[src/rtl/mem_port_arbiter_pkg.sv]
// rtl/mem_port_arbiter_pkg.sv - shared types and limits for the fetch/data memory port arbiter
package arb_pkg;

    typedef enum logic [1:0] {
        IDLE   = 2'd0,
        BUSY_I = 2'd1,
        BUSY_D = 2'd2
    } arb_state_t;

    typedef enum logic {
        GNT_FETCH = 1'b0,
        GNT_DATA  = 1'b1
    } grant_t;

    localparam int MEM_LAT_MAX = 4;

    // Clamp a requested latency into the supported 1..MEM_LAT_MAX window
    function automatic int clamp_lat(input int lat);
        if (lat < 1)
            return 1;
        else if (lat > MEM_LAT_MAX)
            return MEM_LAT_MAX;
        else
            return lat;
    endfunction

endpackage

[src/rtl/mem_port_arbiter_if.sv]
// rtl/mem_port_arbiter_if.sv - fetch, data and memory-side signal bundle of the port arbiter
interface mem_port_arbiter_if #(
    parameter int ADDR_W = 32,
    parameter int DATA_W = 32
);
    // fetch port
    logic              if_req;
    logic [ADDR_W-1:0] if_addr;
    logic [DATA_W-1:0] if_rdata;
    logic              if_valid;
    // data port
    logic              d_req;
    logic              d_we;
    logic [ADDR_W-1:0] d_addr;
    logic [DATA_W-1:0] d_wdata;
    logic [DATA_W-1:0] d_rdata;
    logic              d_valid;
    // memory port
    logic              mem_en;
    logic              mem_we;
    logic [ADDR_W-1:0] mem_addr;
    logic [DATA_W-1:0] mem_wdata;
    logic [DATA_W-1:0] mem_rdata;
    // hazard-unit stalls
    logic              stall_f_o;
    logic              stall_m_o;

    // Pipeline stages and memory model view
    modport master (
        output if_req, if_addr, d_req, d_we, d_addr, d_wdata, mem_rdata,
        input  if_rdata, if_valid, d_rdata, d_valid,
        input  mem_en, mem_we, mem_addr, mem_wdata, stall_f_o, stall_m_o
    );

    // Arbiter view
    modport slave (
        input  if_req, if_addr, d_req, d_we, d_addr, d_wdata, mem_rdata,
        output if_rdata, if_valid, d_rdata, d_valid,
        output mem_en, mem_we, mem_addr, mem_wdata, stall_f_o, stall_m_o
    );
endinterface

[src/rtl/mem_port_arbiter_lat_timer.sv]
// rtl/mem_port_arbiter_lat_timer.sv - loadable latency down-counter with completion flag
import arb_pkg::*;

module arb_lat_timer #(
    parameter int LAT = 1
) (
    input  logic clk,
    input  logic rst,
    input  logic load_i,
    input  logic dec_i,
    output logic done_o
);
    localparam int CNT_W = $clog2(LAT + 1);

    logic [CNT_W-1:0] cnt_q;
    logic [CNT_W-1:0] cnt_d;

    // Load on issue, count down while a transaction is in flight
    always_comb begin
        cnt_d = cnt_q;
        if (load_i)
            cnt_d = CNT_W'(LAT);
        else if (dec_i && (cnt_q != '0))
            cnt_d = cnt_q - CNT_W'(1);
    end

    // Counter register; cleared on reset so an aborted transfer leaves nothing behind
    always_ff @(posedge clk or posedge rst) begin
        if (rst)
            cnt_q <= '0;
        else
            cnt_q <= cnt_d;
    end

    // Completion is the cycle whose decrement lands on zero
    assign done_o = (cnt_q == CNT_W'(1));

endmodule

[src/rtl/mem_port_arbiter.sv]
// rtl/mem_port_arbiter.sv - single-port memory arbiter for fetch and load/store (optional ARB_PERF_CNT_EN counters)
import arb_pkg::*;

module mem_port_arbiter #(
    parameter int ADDR_W  = 32,
    parameter int DATA_W  = 32,
    parameter int MEM_LAT = 1
) (
    input  logic clk,
    input  logic reset,
`ifdef ARB_PERF_CNT_EN
    output logic [31:0] conflict_cnt_o,
    output logic [31:0] stall_cnt_o,
`endif
    mem_port_arbiter_if.slave bus
);
    localparam int LAT = clamp_lat(MEM_LAT);

    arb_state_t        state_q, state_d;
    grant_t            last_grant_q, last_grant_d;
    grant_t            grant;
    logic              we_q, we_d;
    logic [DATA_W-1:0] if_rdata_q, if_rdata_d;
    logic [DATA_W-1:0] d_rdata_q, d_rdata_d;
    logic              issue;
    logic              lat_done;
    logic              if_valid;
    logic              d_valid;

    // Data wins a tie unless it won the previous grant
    assign grant = (bus.d_req && (!bus.if_req || (last_grant_q == GNT_FETCH))) ? GNT_DATA : GNT_FETCH;
    // Reset gates the issue strobe so an asserted reset never launches a transfer
    assign issue = (state_q == IDLE) && (bus.if_req || bus.d_req) && !reset;

    arb_lat_timer #(.LAT(LAT)) u_lat_timer (
        .clk    (clk),
        .rst    (reset),
        .load_i (issue),
        .dec_i  (state_q != IDLE),
        .done_o (lat_done)
    );

    // FSM state register
    always_ff @(posedge clk or posedge reset) begin
        if (reset)
            state_q <= IDLE;
        else
            state_q <= state_d;
    end

    // FSM next state: grant from IDLE, return to IDLE in the completion cycle
    always_comb begin
        state_d = state_q;
        case (state_q)
            IDLE:    if (issue) state_d = (grant == GNT_DATA) ? BUSY_D : BUSY_I;
            BUSY_I,
            BUSY_D:  if (lat_done) state_d = IDLE;
            default: state_d = IDLE;
        endcase
    end

    // FSM outputs: memory issue fields and completion pulses
    always_comb begin
        bus.mem_en    = 1'b0;
        bus.mem_we    = 1'b0;
        bus.mem_addr  = '0;
        bus.mem_wdata = '0;
        if_valid      = 1'b0;
        d_valid       = 1'b0;
        if (issue) begin
            bus.mem_en = 1'b1;
            if (grant == GNT_DATA) begin
                bus.mem_we    = bus.d_we;
                bus.mem_addr  = bus.d_addr;
                bus.mem_wdata = bus.d_we ? bus.d_wdata : '0;
            end else begin
                bus.mem_addr  = bus.if_addr;
            end
        end
        if (state_q == BUSY_I && lat_done)
            if_valid = 1'b1;
        if (state_q == BUSY_D && lat_done)
            d_valid = 1'b1;
    end

    // Next values of the side registers: grant history, store flag, captured read data
    always_comb begin
        last_grant_d = last_grant_q;
        we_d         = we_q;
        if_rdata_d   = if_rdata_q;
        d_rdata_d    = d_rdata_q;
        if (issue) begin
            last_grant_d = grant;
            we_d         = (grant == GNT_DATA) && bus.d_we;
        end
        if (if_valid)
            if_rdata_d = bus.mem_rdata;
        if (d_valid && !we_q)
            d_rdata_d = bus.mem_rdata;
    end

    // Side registers
    always_ff @(posedge clk or posedge reset) begin
        if (reset) begin
            last_grant_q <= GNT_FETCH;
            we_q         <= 1'b0;
            if_rdata_q   <= '0;
            d_rdata_q    <= '0;
        end else begin
            last_grant_q <= last_grant_d;
            we_q         <= we_d;
            if_rdata_q   <= if_rdata_d;
            d_rdata_q    <= d_rdata_d;
        end
    end

    assign bus.if_valid  = if_valid;
    assign bus.d_valid   = d_valid;
    // Read data is forwarded in the completion cycle, then held from the capture register
    assign bus.if_rdata  = if_valid ? bus.mem_rdata : if_rdata_q;
    assign bus.d_rdata   = (d_valid && !we_q) ? bus.mem_rdata : d_rdata_q;
    assign bus.stall_f_o = bus.if_req & ~if_valid;
    assign bus.stall_m_o = bus.d_req & ~d_valid;

`ifdef ARB_PERF_CNT_EN
    logic [31:0] conflict_cnt_q, conflict_cnt_d;
    logic [31:0] stall_cnt_q, stall_cnt_d;

    // Saturating counts of tie cycles and stalled cycles
    always_comb begin
        conflict_cnt_d = conflict_cnt_q;
        stall_cnt_d    = stall_cnt_q;
        if ((state_q == IDLE) && bus.if_req && bus.d_req && (conflict_cnt_q != '1))
            conflict_cnt_d = conflict_cnt_q + 32'd1;
        if ((bus.stall_f_o || bus.stall_m_o) && (stall_cnt_q != '1))
            stall_cnt_d = stall_cnt_q + 32'd1;
    end

    // Counter registers
    always_ff @(posedge clk or posedge reset) begin
        if (reset) begin
            conflict_cnt_q <= '0;
            stall_cnt_q    <= '0;
        end else begin
            conflict_cnt_q <= conflict_cnt_d;
            stall_cnt_q    <= stall_cnt_d;
        end
    end

    assign conflict_cnt_o = conflict_cnt_q;
    assign stall_cnt_o    = stall_cnt_q;
`endif

endmodule
[src/flat_wrapper.sv]
// flat-port wrapper written by rule: the top's interface ports become plain ports
module mem_port_arbiter_flat 
#(
    parameter int ADDR_W  = 32,
    parameter int DATA_W  = 32,
    parameter int MEM_LAT = 1
)
  (clk, reset, bus_if_req, bus_if_addr, bus_d_req, bus_d_we, bus_d_addr, bus_d_wdata, bus_mem_rdata, bus_if_rdata, bus_if_valid, bus_d_rdata, bus_d_valid, bus_mem_en, bus_mem_we, bus_mem_addr, bus_mem_wdata, bus_stall_f_o, bus_stall_m_o);
  mem_port_arbiter_if #(.ADDR_W(ADDR_W), .DATA_W(DATA_W)) bus_i ();
  input  logic clk;
  input  logic reset;
  input wire logic [$bits(bus_i.if_req)-1:0] bus_if_req;
  input wire logic [$bits(bus_i.if_addr)-1:0] bus_if_addr;
  input wire logic [$bits(bus_i.d_req)-1:0] bus_d_req;
  input wire logic [$bits(bus_i.d_we)-1:0] bus_d_we;
  input wire logic [$bits(bus_i.d_addr)-1:0] bus_d_addr;
  input wire logic [$bits(bus_i.d_wdata)-1:0] bus_d_wdata;
  input wire logic [$bits(bus_i.mem_rdata)-1:0] bus_mem_rdata;
  output wire logic [$bits(bus_i.if_rdata)-1:0] bus_if_rdata;
  output wire logic [$bits(bus_i.if_valid)-1:0] bus_if_valid;
  output wire logic [$bits(bus_i.d_rdata)-1:0] bus_d_rdata;
  output wire logic [$bits(bus_i.d_valid)-1:0] bus_d_valid;
  output wire logic [$bits(bus_i.mem_en)-1:0] bus_mem_en;
  output wire logic [$bits(bus_i.mem_we)-1:0] bus_mem_we;
  output wire logic [$bits(bus_i.mem_addr)-1:0] bus_mem_addr;
  output wire logic [$bits(bus_i.mem_wdata)-1:0] bus_mem_wdata;
  output wire logic [$bits(bus_i.stall_f_o)-1:0] bus_stall_f_o;
  output wire logic [$bits(bus_i.stall_m_o)-1:0] bus_stall_m_o;
  assign bus_i.if_req = bus_if_req;
  assign bus_i.if_addr = bus_if_addr;
  assign bus_i.d_req = bus_d_req;
  assign bus_i.d_we = bus_d_we;
  assign bus_i.d_addr = bus_d_addr;
  assign bus_i.d_wdata = bus_d_wdata;
  assign bus_i.mem_rdata = bus_mem_rdata;
  assign bus_if_rdata = bus_i.if_rdata;
  assign bus_if_valid = bus_i.if_valid;
  assign bus_d_rdata = bus_i.d_rdata;
  assign bus_d_valid = bus_i.d_valid;
  assign bus_mem_en = bus_i.mem_en;
  assign bus_mem_we = bus_i.mem_we;
  assign bus_mem_addr = bus_i.mem_addr;
  assign bus_mem_wdata = bus_i.mem_wdata;
  assign bus_stall_f_o = bus_i.stall_f_o;
  assign bus_stall_m_o = bus_i.stall_m_o;
  mem_port_arbiter #(.ADDR_W(ADDR_W), .DATA_W(DATA_W), .MEM_LAT(MEM_LAT)) u_core (.clk(clk), .reset(reset), .bus(bus_i));
endmodule
[config.mk]
export PLATFORM = sky130hd
export DESIGN_NAME = mem_port_arbiter_flat
export DESIGN_NICKNAME = d
export VERILOG_FILES = /design/src/rtl/mem_port_arbiter_pkg.sv /design/src/rtl/mem_port_arbiter_if.sv /design/src/rtl/mem_port_arbiter_lat_timer.sv /design/src/rtl/mem_port_arbiter.sv /design/src/flat_wrapper.sv
export SDC_FILE = /design/constraint.sdc
export NUM_CORES = 1
export LEC_CHECK = 0
export BUFFER_PORTS_ARGS = -buffer_cell sky130_fd_sc_hd__buf_4
export CORE_AREA = 2 2 103 105
export DETAILED_ROUTE_END_ITERATION = 8
export DIE_AREA = 0 0 105 107
export PLACE_DENSITY = 0.7
export SLEW_MARGIN = 15
export SYNTH_ARGS = -nofsm -noshare
export SYNTH_HDL_FRONTEND = slang
export SYNTH_SLANG_ARGS = --single-unit
[constraint.sdc]
create_clock -name clk -period 3.23 [get_ports clk]
set_clock_uncertainty 0.05 [all_clocks]
set_input_delay 0 -clock clk [delete_from_list [all_inputs] [get_ports clk]]
set_output_delay 0 -clock clk [all_outputs]
set_load 0.1 [all_outputs]
== Yosys cells after proc, flatten, opt, wreduce, memory -nomap -nowiden ==
Cells that the tools add are included.
Widths: inputs -> output; s select.
Storage, ports and cells
  register bits: 69
  word-level logic and storage cells: 53
  output and inout bits: 134
  input bits: 133
Cells by class
  reductions and logical operators: 18
  muxes and demuxes: 19
  $add $sub $neg: 1
  equality and inequality tests: 4
  bitwise logic cells: 5
Operators with widths (number)
  $mux 32: 7
  $logic_and 1x1->1: 8
  $mux 1: 8
  $mux 2: 3
  $pmux 2 s2: 1
  $reduce_bool 2->1: 2
  $logic_not 1->1: 3
  $not 1->1: 3
  $and 1x1->1: 2
  $eq 2x1->1 const B: 1
  $eq 2x2->1 const B: 1
  $logic_not 2->1: 1
  $logic_or 1x1->1: 2
  $ne 2x1->1 const B: 1
  $ne 2x2->1 const B: 1
  $reduce_and 2->1: 1
  $reduce_or 2->1: 1
  $sub 1x1->1 const B: 1

== Longest topological paths before layout ==
  depth after elaboration: 7
  depth in mapped cells: 7
  mapped depth without buffers: 5

== By module ==
From an unflattened synthesis, not the netlist that was laid out.
Second synthesis, totals
  cell total of the unflattened synthesis: 316
  area, all modules: 3507.1 µm²
By module, submodules not included
  mem_port_arbiter: cells each 312, area an instance 3467.1 µm², sequential area each 1701.6 µm², instances 1
  arb_lat_timer: cells each 4, area an instance 40.0 µm², sequential area each 25.0 µm², instances 1

== Worst setup path after synthesis ==
Ideal clock, no wire load.
  path type: register -> output
  start point: reg u_core.state_q[0]
  end point: out bus_mem_addr[23]
  slack: 0.474 ns
  arrival time: 2.706 ns
  stages on the path, launching flop included: 7
  path buffers: 1
  required time: 3.180 ns
  cell sequence: dfrtp_1 inv_1 ha_1 nor2b_1 o21ai_2 clkbuf_1 a21oi_1
Between the ends
  longest elaborated chain between the ends: 4
RTL lines
  from (decl): line mem_port_arbiter.sv:19  | arb_state_t state_q, state_d;
  from (signal assigned): line mem_port_arbiter.sv:48  | state_q <= state_d;
  $logic_not 2->1: line mem_port_arbiter.sv:33  | assign issue = (state_q == IDLE) && (bus.if_req || bus.d_req) && !reset;
  $logic_and 1x1->1 (2 in a row): line mem_port_arbiter.sv:33
  $mux 32: line mem_port_arbiter.sv:70  | if (issue) begin
  to (decl): line flat_wrapper.sv:25  | output wire logic [$bits(bus_i.mem_addr)-1:0] bus_mem_addr;
No other way between the ends.

== Worst setup path in the final report ==
  start point: reg u_core.state_q[0]
  end point: out bus_mem_wdata[28]
Between the ends
  longest elaborated chain between the ends: 4
RTL lines
  $logic_not 2->1: line mem_port_arbiter.sv:33
  $logic_and 1x1->1 (2 in a row): line mem_port_arbiter.sv:33
  $mux 32: line mem_port_arbiter.sv:70
  to (decl): line flat_wrapper.sv:26  | output wire logic [$bits(bus_i.mem_wdata)-1:0] bus_mem_wdata;
No other way between the ends.

==> results.ini <==
[outcome]
outcome=finished clean

[yosys]
synth_seq_cells=69
ys_warns=0
syn_area_mm2=0.00338
postSynthNetCount=447
synth_cells=311
synth.distinct_cells=24
netlist.area_leader.share_pct=51.1
yosysSeqAreaShare_pct=51.1
synth_area_leaders=dfrtp_1 (51%), mux2_2 (21%), nand2_1 (7.4%), and2_1 (6.1%), a21oi_1 (5.0%)
synth_top_cell_by_area=dfrtp_1
synthesis.area_per_instance_um2=10.9

[floorplan]
io-pin-count=267
die_width_um=105
coreArea_mm2=0.0101
die-area_mm2=0.0112
fp-row-count=37
dieHeight_um=107
initial_utilization_pct=33.5

[critical_path]
crit_path_start_kind=flop
timing.critical_path.required_ns=3.18
critPathTopFamily=simple AND/OR/NAND/NOR gates
critical_path.cell_chain=inv_1 > ha_1 > nor2b_1 > and3_1 > and2_1 > buf_4
worstPathArrival_ns=2.60
worst_path_class_setup=reg2out
endpoint_kind=primary output
critical_path.max_fanout=34
critical_path.max_stage_delay_ns=0.73
worstPathBufferInverterCount=2
standard_cell_with_the_maximum_stage_delay_on_the_critical_path=and3_1

[detailed_routing]
avg_wl_per_cell_um=15.5
detailedRoute.firstIterationViolations=197
vias_per_cell=4.61
remaining_drc_errors=0
finalWirelength_mm=11.6
dr_total_vias=3450
drt.antenna.violating_nets=0
detail_route.first_pass.iterations=4

[clocking]
ctsResizeCount=0
cts-htree-levels=3
cts_hold_buffers=36
clk-insertion-delay-late_ns=0.33
clk_root_buffer_cell=clkbuf_8
post_cts_buffers=0
cts_tree=yes
max-clock-path-buffers=2
clock_sink_count=69
worst_setup_hold_path_clk_slew_ns=0.08
cts_made_buffers=9

[finish]
multi_input_area_mm2=0.00150
finish.instance_area_mm2=0.00600
sequential_cell_area_mm2=0.00173
final_cell_mix=buf_4 (272), dfrtp_1 (69), nand2_1 (67)
layout_commonest_cell=buf_4
flow.area_growth_from_synthesis_pct=77.8
number_of_filler_instances_in_the_final_layout=865
final_nets=744
layout-drive-gt1-share_pct=58.1
final_std_cells_w_o_fill=749
num_antenna_cells=0

[sta]
grt_setup_unrepaired=no
max_freq_mhz=378
timing.final.hold_violations=0
layout_worst_path_cycle_share_pct=82.0
worstMarginPinSlew_ns=0.790
post_layout_min_period_ns=2.65
maxSlewHeadroom_pct=47.3
setup_total_negative_slack_ns=0
setup_viol=0
final-max-slew-violation-count=0

[global_route]
grt-ovfl-total=0
grt_antenna_before_repair=0
grt_pass1_vias=3551
maximum_number_of_pins_on_one_net_before_global_route_repair=35
grt_usage_pct=20.4
grt_pass1_wl_mm=18.2

[placed_design]
post-dp-hpwl_mm=8.57
placed_cell_area_mm2=0.00546
port-buffer-count=266
placed_cells=697
gp_congestion=0.732

[worst_hold_path]
hold_path.class=in2async

[flow_run]
cap_violations=0

==> cell type report <==
type | count | share of cell area [%]
clock buffer | 10 | 2.29
clock inverter | 6 | 0.771
inverter | 5 | 0.313
multi-input combinational | 215 | 25.0
sequential | 69 | 28.8
tap | 136 | 2.83
timing repair buffer | 308 | 40.0
==> worst min-delay path: cells and delay by family <==
kind,cells,cell delay (ns)
buf+inv,3,1.19
==> sequential cells by signal, summed over array words and instances (netlist names) <==
name / cells
u_core.u_lat_timer.done_o: 1
u_core.we_q: 1
u_core.if_rdata_q: 32
u_core.state_q: 2
u_core.last_grant_q: 1
u_core.d_rdata_q: 32
==> cell usage after synthesis <==
| master | n |
|---|---|
| dfrtp_1 | 69 |
| nand2_1 | 67 |
| mux2_2 | 63 |
| a21oi_1 | 34 |
| and2_1 | 33 |
| buf_2 | 10 |
| buf_4 | 5 |
| inv_1 | 5 |
| clkbuf_1 | 4 |
| ha_1 | 3 |
| nor2b_1 | 3 |
| buf_6 | 2 |
| o32ai_1 | 2 |
| a21bo_2 | 1 |
| a21boi_4 | 1 |
| a21o_1 | 1 |
| a31oi_1 | 1 |
| and2_2 | 1 |
| and3_1 | 1 |
| clkbuf_2 | 1 |
| mux2_1 | 1 |
| nand2b_1 | 1 |
| o21ai_2 | 1 |
| o21bai_1 | 1 |
==> through the flow <==
stage / worst slack, ns / hold slack [ns] / util [%]
5_1_grt: 0.276 / 0.378 / 59.5
3_3_place_gp: 1.11 / 0.109 / 54.1
6_report: 0.582 / 0.309 / 59.5
3_5_place_dp: 0.957 / 0.117 / 54.1
2_1_floorplan: 0.474 / 0.138 / -
4_1_cts: 0.577 / 0.322 / 59.5
==> worst paths after layout <==
| kind | from | endpoint | slack [ns] | cells after the start |
|---|---|---|---|---|
| setup / recovery | u_core.state_q[0] | bus_mem_wdata[28] | 0.58 | 6 |
| hold / removal | reset | u_core.if_rdata_q[25] | 0.31 | 3 |
| hold reg to reg | u_core.we_q | u_core.we_q | 0.42 | 1 |
| max in group asynchronous | reset | u_core.if_rdata_q[5] | 2.03 | 4 |
| min in group clk | bus_d_addr[29] | bus_mem_addr[29] | 0.38 | 4 |
| setup reg to reg | u_core.state_q[0] | u_core.we_q | 1.26 | 5 |
==> layer usage <==
layer	GRT usage, %	part of all wire (%)	up-vias	wire, um
met2	36.7	52	156	6050
li1	-	-	1628	-
met1	23.2	38	1652	4460
met4	6.10	1.3	0	155
met3	6.32	8.4	14	976
met5	0	0	-	0
==> logic make-up after synthesis <==
family / count (synthesis) / synth area share, %
mux: 64 / 21.3
fa+ha+maj: 3 / 1.11
buf+inv: 27 / 4.41
simple gates: 106 / 14.7
compound gates: 42 / 7.30
flops: 69 / 51.1
Power is not shown: default switching activity piles up to over one toggle a cycle in this logic, so the estimate is an artifact.
